`config.mk`:
```
export PLATFORM = sky130hd
export DESIGN_NAME = tex_spi_reader
export DESIGN_NICKNAME = d
export VERILOG_FILES = /design/src/rtl/tex_spi_reader.sv
export SDC_FILE = /design/constraint.sdc
export NUM_CORES = 1
export LEC_CHECK = 0
export BUFFER_PORTS_ARGS = -buffer_cell sky130_fd_sc_hd__buf_2
export CORE_ASPECT_RATIO = 1.25
export CORE_MARGIN = 2
export CORE_UTILIZATION = 35
export CTS_BUF_LIST = sky130_fd_sc_hd__clkbuf_16
export CTS_CLUSTER_DIAMETER = 150
export CTS_CLUSTER_SIZE = 40
export DETAILED_ROUTE_END_ITERATION = 6
export GPL_ROUTABILITY_DRIVEN = 1
export PLACE_DENSITY = 0.52
export REMOVE_ABC_BUFFERS = 1
export SETUP_SLACK_MARGIN = 0.1
export SLEW_MARGIN = 10
export SYNTH_ARGS = -nofsm -noshare
export SYNTH_HDL_FRONTEND = slang
export SYNTH_SLANG_ARGS = --single-unit
```
`constraint.sdc`:
```
create_clock -name i_clk -period 2.1 [get_ports i_clk]
set_input_delay 0.42 -clock i_clk [delete_from_list [all_inputs] [get_ports i_clk]]
set_output_delay 0.42 -clock i_clk [all_outputs]
set_load 0.005 [all_outputs]
```
`src/rtl/tex_spi_reader.sv`:
```
// tex_spi_reader: single-I/O SPI flash read initiator (mode 0, MSB first).
// Sends a command byte, then ADDR_W address bits, then clocks in DATA_W bits
// on i_tex_in1. SCLK runs at i_clk/2. Every pin output comes from a flop.
// Optional build macro TEX_SPI_FASTREAD_EN: the command becomes 0x0B (FAST
// READ) and 8 dummy SCLK cycles are inserted between address and data.
module tex_spi_reader #(
  parameter int ADDR_W = 24,
  parameter int DATA_W = 24
) (
  input  logic              i_clk,
  input  logic              i_reset,
  input  logic              i_start,
  input  logic [ADDR_W-1:0] i_addr,
  output logic              o_busy,
  output logic              o_done,
  output logic [DATA_W-1:0] o_data,
  output logic              o_tex_csb,
  output logic              o_tex_sclk,
  output logic              o_tex_out0,
  output logic              o_tex_oeb0,
  input  logic              i_tex_in1
);

  localparam int TX_W    = 8 + ADDR_W;
  localparam int MAX_LEN = (ADDR_W > DATA_W) ? ADDR_W : DATA_W;
  localparam int CNT_W   = $clog2(MAX_LEN);

`ifdef TEX_SPI_FASTREAD_EN
  localparam logic [7:0] CMD_BYTE = 8'h0B;
`else
  localparam logic [7:0] CMD_BYTE = 8'h03;
`endif

  typedef enum logic [2:0] {
    ST_IDLE  = 3'd0,
    ST_CMD   = 3'd1,
    ST_ADDR  = 3'd2,
`ifdef TEX_SPI_FASTREAD_EN
    ST_DUMMY = 3'd3,
`endif
    ST_DATA  = 3'd4,
    ST_DONE  = 3'd5
  } state_t;

  state_t            state_q, state_d;
  logic              phase_q, phase_d;   // 0: SCLK low half, 1: SCLK high half
  logic [CNT_W-1:0]  cnt_q, cnt_d;       // bits left in the current phase, minus one
  logic [TX_W-1:0]   tx_q, tx_d;         // command + address, shifted out MSB first
  logic [DATA_W-1:0] rx_q, rx_d;         // incoming data shift register
  logic [DATA_W-1:0] data_q, data_d;
  logic              done_q, done_d;
  logic              busy_q, busy_d;
  logic              csb_q, csb_d;
  logic              sclk_q, sclk_d;
  logic              out0_q, out0_d;
  logic              oeb0_q, oeb0_d;
  logic              drive_s;            // next state drives io0

  // Next-state, bit sequencing and pin values derived from the next state
  always_comb begin
    state_d = state_q;
    phase_d = phase_q;
    cnt_d   = cnt_q;
    tx_d    = tx_q;
    rx_d    = rx_q;
    data_d  = data_q;
    done_d  = 1'b0;
    sclk_d  = sclk_q;

    case (state_q)
      ST_IDLE: begin
        if (i_start) begin
          state_d = ST_CMD;
          tx_d    = {CMD_BYTE, i_addr};
          cnt_d   = CNT_W'(7);
          phase_d = 1'b0;
          sclk_d  = 1'b0;
        end else begin
          sclk_d  = 1'b0;
        end
      end
      ST_CMD,
`ifdef TEX_SPI_FASTREAD_EN
      ST_DUMMY,
`endif
      ST_ADDR,
      ST_DATA: begin
        if (!phase_q) begin
          phase_d = 1'b1;
          sclk_d  = 1'b1;
        end else begin
          // Falling edge: close the current bit and move to the next one
          phase_d = 1'b0;
          sclk_d  = 1'b0;
          tx_d    = tx_q << 1;
          if (state_q == ST_DATA) begin
            rx_d = {rx_q[DATA_W-2:0], i_tex_in1};
          end else begin
            rx_d = rx_q;
          end
          if (cnt_q != {CNT_W{1'b0}}) begin
            cnt_d = cnt_q - CNT_W'(1);
          end else begin
            case (state_q)
              ST_CMD: begin
                state_d = ST_ADDR;
                cnt_d   = CNT_W'(ADDR_W - 1);
              end
              ST_ADDR: begin
`ifdef TEX_SPI_FASTREAD_EN
                state_d = ST_DUMMY;
                cnt_d   = CNT_W'(7);
`else
                state_d = ST_DATA;
                cnt_d   = CNT_W'(DATA_W - 1);
`endif
              end
`ifdef TEX_SPI_FASTREAD_EN
              ST_DUMMY: begin
                state_d = ST_DATA;
                cnt_d   = CNT_W'(DATA_W - 1);
              end
`endif
              ST_DATA: begin
                state_d = ST_DONE;
                cnt_d   = {CNT_W{1'b0}};
                data_d  = rx_d;
                done_d  = 1'b1;
              end
              default: begin
                state_d = ST_IDLE;
                cnt_d   = {CNT_W{1'b0}};
              end
            endcase
          end
        end
      end
      ST_DONE: begin
        state_d = ST_IDLE;
      end
      default: begin
        state_d = ST_IDLE;
        sclk_d  = 1'b0;
      end
    endcase

    // Chip select and busy follow the next state
    if (state_d == ST_IDLE || state_d == ST_DONE) begin
      csb_d = 1'b1;
    end else begin
      csb_d = 1'b0;
    end
    if (state_d == ST_IDLE) begin
      busy_d = 1'b0;
    end else begin
      busy_d = 1'b1;
    end

    // io0 is driven only while command and address bits are going out
    drive_s = (state_d == ST_CMD) || (state_d == ST_ADDR);
    if (drive_s) begin
      oeb0_d = 1'b0;
      out0_d = tx_d[TX_W-1];
    end else begin
      oeb0_d = 1'b1;
      out0_d = 1'b0;
    end
  end

  // State and output registers with synchronous reset
  always_ff @(posedge i_clk) begin
    if (i_reset) begin
      state_q <= ST_IDLE;
      phase_q <= 1'b0;
      cnt_q   <= {CNT_W{1'b0}};
      tx_q    <= {TX_W{1'b0}};
      rx_q    <= {DATA_W{1'b0}};
      data_q  <= {DATA_W{1'b0}};
      done_q  <= 1'b0;
      busy_q  <= 1'b0;
      csb_q   <= 1'b1;
      sclk_q  <= 1'b0;
      out0_q  <= 1'b0;
      oeb0_q  <= 1'b1;
    end else begin
      state_q <= state_d;
      phase_q <= phase_d;
      cnt_q   <= cnt_d;
      tx_q    <= tx_d;
      rx_q    <= rx_d;
      data_q  <= data_d;
      done_q  <= done_d;
      busy_q  <= busy_d;
      csb_q   <= csb_d;
      sclk_q  <= sclk_d;
      out0_q  <= out0_d;
      oeb0_q  <= oeb0_d;
    end
  end

  assign o_busy     = busy_q;
  assign o_done     = done_q;
  assign o_data     = data_q;
  assign o_tex_csb  = csb_q;
  assign o_tex_sclk = sclk_q;
  assign o_tex_out0 = out0_q;
  assign o_tex_oeb0 = oeb0_q;

endmodule

```
==> flow_summary_export.csv, run 1 <==
group,metric,value,unit
critical_path,rrSetupSlack,0.27,ns
grt,grt_overflow,0,
synthesis,largest_area_contributor_in_the_synthesized_netlist,"dfxtp_1",
timing,slew_violations,0,
final_layout,antenna_cells,0,
critical_path,critical_path.endpoint_type,"register",
critical_path,crit_path_start_kind,"register",
cts,cts-root-to-sink-buffers,2,
critical_path,timing.critical_path.fanout_max,23,
final_layout,finish.cell_count_without_fillers,605,
die,rows,41,
critical_path,reg2reg_to,"cnt_q[4]$_SDFFE_PP0P_",
grt,all_layer_global_routing_usage,14.0,%
synthesis,seq_area_frac_synth,51.3,%
cts,cts_num_sinks,94,
synthesis,synth_top_cells_by_area,"dfxtp_1, a22oi_1, nand2_1",
power_and_ir_drop,switching_part_of_the_total,23.9,%
critical_path,slowest_stage,"dfxtp_1",
power_and_ir_drop,power.share.sequential,51.6,%
critical_path,cp_data_arrival_time,2.06,ns
cts,numCtsBuffers,9,
timing,achievable-frequency,546,MHz
final_layout,design.final.nets,502,
worst_hold_path,holdPathStages,3,
cts,clk_latency,0.34,ns
routing,detailed_router_s_first_iteration_violation_count,97,
worst_hold_path,min-delay-start,"i_addr[17]",
power_and_ir_drop,power_switching,874,uW
run,drv.max_cap_violation_count,0,
place,hpwlAfterDp,4.95,mm
critical_path,worst_path_required,2.33,ns
critical_path,critical_path.reg2reg.startpoint,"state_q[0]$_SDFF_PP0_",
critical_path,slowest_delay,0.58,ns
timing,grt_setup_unrepaired,"false",
power_and_ir_drop,p_leak,0.00168,uW
synthesis,post_synth.cell_area_avg,8.73,um2
die,placeableCoreArea,10200,um2
timing,period_minus_slack,1.83,ns
routing,postRouteWirelength,7.48,mm
die,initial_standard_cell_utilization_of_the_core,36.1,%
synthesis,share_of_the_synthesized_area_in_the_top_cell_type,51.3,%
synthesis,yosys.cell_count.top_type,"dfxtp_1",
cts,clock_tree.htree_level_count,3,
outcome,status,"complete, no violations",
critical_path,cell_by_cell_listing_of_the_critical_path,"xor2_1 -> a211oi_4 -> buf_12 -> a21oi_1 -> a2111oi_2",
routing,drc_errors,0,
die,floorplan.die.width,95.6,um
place,numPortBuffers,57,
worst_hold_path,whs_endpoint,"tx_q[17]$_SDFFE_PP0P_",
synthesis,yosys_warnings,0,
routing,drt-wirelength-per-cell,12.4,um
timing,period_share,87.2,%
place,placed_cells,590,
synthesis,ys_top_cells_by_count,"dfxtp_1, nand2_1, a21oi_1",
power_and_ir_drop,share_comb_of_total_power,9.6,%
grt,first_global_vias,2856,
routing,vias_per_cell,5.00,
cts,post_cts_buffers,0,
cts,post_cts_resize_count,0,
die,io_pins,58,
power_and_ir_drop,total_power,3650,uW
synthesis,ys.flop_type,"dfxtp_1",
routing,drt_pre_antenna_iters,4,
critical_path,r2r_cells,5,
grt,grt_pass1_wl,12.8,mm
cts,clkSlewWorstSetupHoldPaths,0.06,ns
timing,worst_pin_slew,0.493,ns
cts,cts_root_buffer_type,"clkbuf_16",
synthesis,synthesis.area,3670,um2
final_layout,drive_above_1_share,21.0,%
place,gpl.final_weighted_congestion,0.720,
final_layout,area_delta_synth_final,19.7,%
synthesis,synth-edff-count,0,
critical_path,criticalPathCategory,"register to register",
timing,timing.final.hold_violations,0,
power_and_ir_drop,worst_ir_drop_vdd,0.000342,V
power_and_ir_drop,power_density,832,nW/um2
synthesis,synth_cells,420,
timing,finClkSkew,0.00730,ns
cts,tritoncts,"built",
synthesis,total_of_flip_flops_plus_latches_after_synthesis,94,
final_layout,n_fill_cell,1070,
power_and_ir_drop,p_clk_share,38.8,%
synthesis,count_of_cell_types_in_the_netlist,43,
routing,vias,3025,
cts,postCtsHoldBufs,0,
die,die_area,11300,um2
power_and_ir_drop,internal-power,2780,uW
grt,pin_count_of_the_biggest_net_entering_global_routing,52,
grt,antenna_found_initial,0,
routing,drtAntennaViolNets,0,
synthesis,synth-async-reset-ratio,0,%
worst_hold_path,tightest_hold_check_type,"input port to register",
timing,setup_viol,0,
die,die_h,118,um
timing,max-slew-margin-rel,67.1,%
-- state kept, by name, summed over array words and instances, names as in the netlist, 3 cells and up --
| signal | count |
|---|---|
| rx_q | 23 |
| tx_q | 32 |
| state_q | 3 |
| o_data | 24 |
| cnt_q | 5 |
-- power groups by stage --
stage | Clock [uW] | Sequential (uW) | Combinational [uW]
floorplan | 0 | 1920 | 200
global placement | 0 | 1920 | 351
detailed placement | 0 | 1920 | 354
CTS | 1470 | 1880 | 356
global route | 1550 | 1890 | 395
finish | 1420 | 1880 | 350
-- routing by layer --
layer	track usage (%)	vias up	wire length, um	share of wire (%)
met3	2.49	13	261	3.5
li1	-	1561	-	-
met4	6.43	0	139	1.9
met1	17.4	1396	3510	47
met5	0	-	0	0
met2	23.1	55	3570	48
-- through the flow --
| stage | setup WS [ns] | setup TNS, ns | utilization (%) | hold slack, ns | cell area [um2] |
|---|---|---|---|---|---|
| after floorplan | -1.80 | -102.61 | - | 0.426 | 3490 |
| after global placement | 0.264 | 0 | 40.7 | 0.439 | 4130 |
| after detailed placement | 0.235 | 0 | 40.7 | 0.447 | 4130 |
| after CTS | 0.207 | 0 | 43.2 | 0.309 | 4390 |
| after global routing | 0.135 | 0 | 43.2 | 0.321 | 4390 |
| final | 0.268 | 0 | 43.2 | 0.319 | 4390 |
-- worst max-delay path, delay by kind of cell, from the launching register on --
kind | cells | cell delay [ns]
AOI/OAI and AO/OA | 3 | 0.73
xor gates and xnor gates | 1 | 0.22
buffers and inverters | 1 | 0.20
DFF | 1 | 0.58
-- how the worst max path moves through the flow --
| stage | start | to | slack (ns) | depth (start not counted) |
|---|---|---|---|---|
| final | state_q[0]$_SDFF_PP0_ | cnt_q[4]$_SDFFE_PP0P_ | 0.27 | 5 |
| after global placement | state_q[1]$_SDFF_PP0_ | cnt_q[4]$_SDFFE_PP0P_ | 0.26 | 5 |
| after floorplan | state_q[2]$_SDFF_PP0_ | tx_q[10]$_SDFFE_PP0P_ | -1.80 | 4 |
| after CTS | state_q[1]$_SDFF_PP0_ | cnt_q[4]$_SDFFE_PP0P_ | 0.21 | 5 |
| after global routing | state_q[0]$_SDFF_PP0_ | cnt_q[4]$_SDFFE_PP0P_ | 0.13 | 5 |
| after detailed placement | state_q[1]$_SDFF_PP0_ | cnt_q[4]$_SDFFE_PP0P_ | 0.23 | 5 |
-- area by class of cell --
class                      instances  area (um2)  share of cell area, %
inverter                           3        11.3                  0.256
clock inverter                     6        31.3                  0.712
tap                              129         161                   3.68
timing repair buffer              76         469                   10.7
sequential                        94        1880                   42.9
multi-input combinational        288        1610                   36.6
clock buffer                       9         225                   5.13
-- kinds of logic (layout without fill, tap and decap cells) --
family / Yosys count / after routing / share of synthesized area (%)
compound gates: 117 / 117 / 20.7
xor+xnor: 4 / 4 / 0.955
fa+ha+maj: 2 / 2 / 0.682
buf+inv: 38 / 94 / 5.22
flops: 94 / 94 / 51.3
mux: 3 / 3 / 0.853
simple gates: 162 / 162 / 20.2
-- cells in the final DEF (no fill, tap or decap), drive strengths merged, types with 3 or more instances in the layout --
cell type  netlist  final
o21ai            6      6
inv              3      4
clkinv           0      3
nor3            14     14
a211oi           5      5
nand3            4      4
nor2            46     46
buf             15     76
a21oi           55     55
nand2           82     82
a22oi           43     43
clkbuf          20      9
dfxtp           94     94
No activity file was read; power rests on OpenSTA's default activity.
==> run 2: changes to the inputs <==
--- a/config.mk
+++ b/config.mk
@@ -7,7 +7,6 @@
 export LEC_CHECK = 0
 export BUFFER_PORTS_ARGS = -buffer_cell sky130_fd_sc_hd__buf_2
 export CORE_ASPECT_RATIO = 1.25
-export CORE_MARGIN = 2
 export CORE_UTILIZATION = 35
 export CTS_BUF_LIST = sky130_fd_sc_hd__clkbuf_16
 export CTS_CLUSTER_DIAMETER = 150
==> run 2 against run 1 <==
Wire length grew 1.6%. Critical path depth grew 1. Register-to-register slack about the same. Utilization increased by 0.32 points. Critical path type unchanged. Clock power increased by 17%. Worst hold slack improved by 0.0031 ns.
==> flow_summary_export.csv, run 2 (same netlist as run 1, synthesis figures left out) <==
group,metric,value,unit
outcome,status,"complete, no violations",
worst_hold_path,whs_endpoint,"tx_q[18]$_SDFFE_PP0P_",
grt,grt_pass1_wl,12.8,mm
final_layout,area_delta_synth_final,20.6,%
routing,detailed_router_s_first_iteration_violation_count,132,
cts,postCtsHoldBufs,0,
final_layout,n_fill_cell,1060,
cts,tritoncts,"built",
place,gpl.final_weighted_congestion,0.737,
routing,drc_errors,0,
timing,finClkSkew,0.00551,ns
routing,drt_pre_antenna_iters,4,
cts,cts_root_buffer_type,"clkbuf_16",
place,numPortBuffers,57,
worst_hold_path,tightest_hold_check_type,"input port to register",
grt,first_global_vias,2789,
die,io_pins,58,
final_layout,regMostFlops,"tx_q",
die,rows,41,
final_layout,design.final.nets,500,
critical_path,reg2reg_to,"o_data[7]$_SDFFE_PP0P_",
routing,drtAntennaViolNets,0,
critical_path,crit_path_start_kind,"register",
worst_hold_path,min-delay-start,"i_addr[18]",
cts,post_cts_buffers,0,
die,placeableCoreArea,10200,um2
cts,clk_latency,0.33,ns
timing,slew_violations,0,
cts,cts-root-to-sink-buffers,2,
die,initial_standard_cell_utilization_of_the_core,36.1,%
critical_path,critical_path.endpoint_type,"register",
timing,max-slew-margin-rel,68.0,%
timing,achievable-frequency,545,MHz
final_layout,mostFrequentLayoutCells,"dfxtp_1, nand2_1, buf_2",
final_layout,antenna_cells,0,
die,die_area,10900,um2
critical_path,criticalPathCategory,"register to register",
critical_path,cp_data_arrival_time,2.05,ns
timing,worst_pin_slew,0.480,ns
power_and_ir_drop,worst_ir_drop_vdd,0.000460,V
grt,pin_count_of_the_biggest_net_entering_global_routing,56,
die,die_h,116,um
final_layout,layout_commonest_cell,"dfxtp_1",
cts,numCtsBuffers,9,
timing,timing.final.hold_violations,0,
routing,vias_per_cell,5.02,
timing,timing.setup.tns,0,ns
critical_path,worst_path_required,2.31,ns
routing,drt-wirelength-per-cell,12.6,um
critical_path,critical_path.reg2reg.startpoint,"state_q[0]$_SDFF_PP0_",
final_layout,sequential_cell_area_in_the_final_layout,1880,um2
critical_path,r2r_cells,6,
run,drv.max_cap_violation_count,0,
cts,clkSlewWorstSetupHoldPaths,0.06,ns
power_and_ir_drop,p_leak,0.00170,uW
timing,period_minus_slack,1.83,ns
grt,all_layer_global_routing_usage,14.8,%
routing,postRouteWirelength,7.60,mm
timing,grt_setup_unrepaired,"false",
grt,grt_overflow,0,
cts,clock_tree.htree_level_count,3,
timing,period_share,87.3,%
grt,antenna_found_initial,0,
power_and_ir_drop,power_density,880,nW/um2
final_layout,drive_above_1_share,21.1,%
final_layout,multi_input_area,1610,um2
routing,vias,3024,
cts,cts_num_sinks,94,
timing,hold-worst-slack,0.322,ns
worst_hold_path,holdPathStages,3,
final_layout,number_of_flip_flops_under_the_largest_register_name,32,
critical_path,timing.critical_path.fanout_max,24,
place,hpwlAfterDp,4.90,mm
die,floorplan.die.width,93.6,um
timing,setup_viol,0,
critical_path,rrSetupSlack,0.27,ns
final_layout,utilization,43.5,%
-- run 2: cell types whose count changed in the layout (fill, tap and decap cells not counted), sizes merged --
cell and change:
bufinv +2, clkinv -1, buf -2, clkinvlp -2
-- run 2: routing by layer --
metal  global-route usage, %  routed length (um)  vias to the layer above
li1                        -                   -                     1551
met1                    17.3                3490                     1414
met2                    26.1                3730                       51
met3                    3.84                 285                        8
met4                    5.54                  95                        0
met5                       0                   0                        -
-- run 2: stage by stage --
step | cell area, um2 | total power, uW | setup slack, ns | cells
finish | 4420 | 3890 | 0.267 | 602
global route | 4420 | 4080 | 0.129 | 602
CTS | 4420 | 3950 | 0.178 | 602
detailed placement | 4110 | 2280 | 0.171 | 588
global placement | 4110 | 2270 | 0.241 | 588
floorplan | 3490 | 2120 | -1.80 | 385
-- run 2: worst max-delay path: stages, from the launching register on --
cell      delay, ns
dfxtp_1        0.43
buf_4          0.21
nor4bb_4       0.42
buf_6          0.27
nand2_1        0.20
nor2_1         0.15
nor3_1         0.05
-- run 2: cell type report --
cell class | count | share of cell area (%)
tap | 129 | 3.65
multi-input combinational | 288 | 36.4
clock inverter | 5 | 1.75
sequential | 94 | 42.6
timing repair buffer | 74 | 10.3
clock buffer | 9 | 5.09
inverter | 3 | 0.255
-- run 2: timing repair --
action	CTS	global route
gates resized for setup	0	3
endpoints found under the setup margin	0	9
hold endpoints to repair	0	0
-- run 2: worst max path at each step --
stage / start / end / slack (ns)
after floorplan: state_q[2]$_SDFF_PP0_ / tx_q[10]$_SDFFE_PP0P_ / -1.80
after global placement: state_q[0]$_SDFF_PP0_ / o_data[2]$_SDFFE_PP0P_ / 0.24
after detailed placement: state_q[0]$_SDFF_PP0_ / o_data[7]$_SDFFE_PP0P_ / 0.17
after CTS: state_q[0]$_SDFF_PP0_ / o_data[7]$_SDFFE_PP0P_ / 0.18
after global routing: state_q[0]$_SDFF_PP0_ / o_data[7]$_SDFFE_PP0P_ / 0.13
final: state_q[0]$_SDFF_PP0_ / o_data[7]$_SDFFE_PP0P_ / 0.27
-- run 2: power by group --
group,leakage [uW],internal (uW),switching [uW]
clock network,0.000153,1020,638
registers,0.000764,1840,41.3
logic,0.000786,155,195
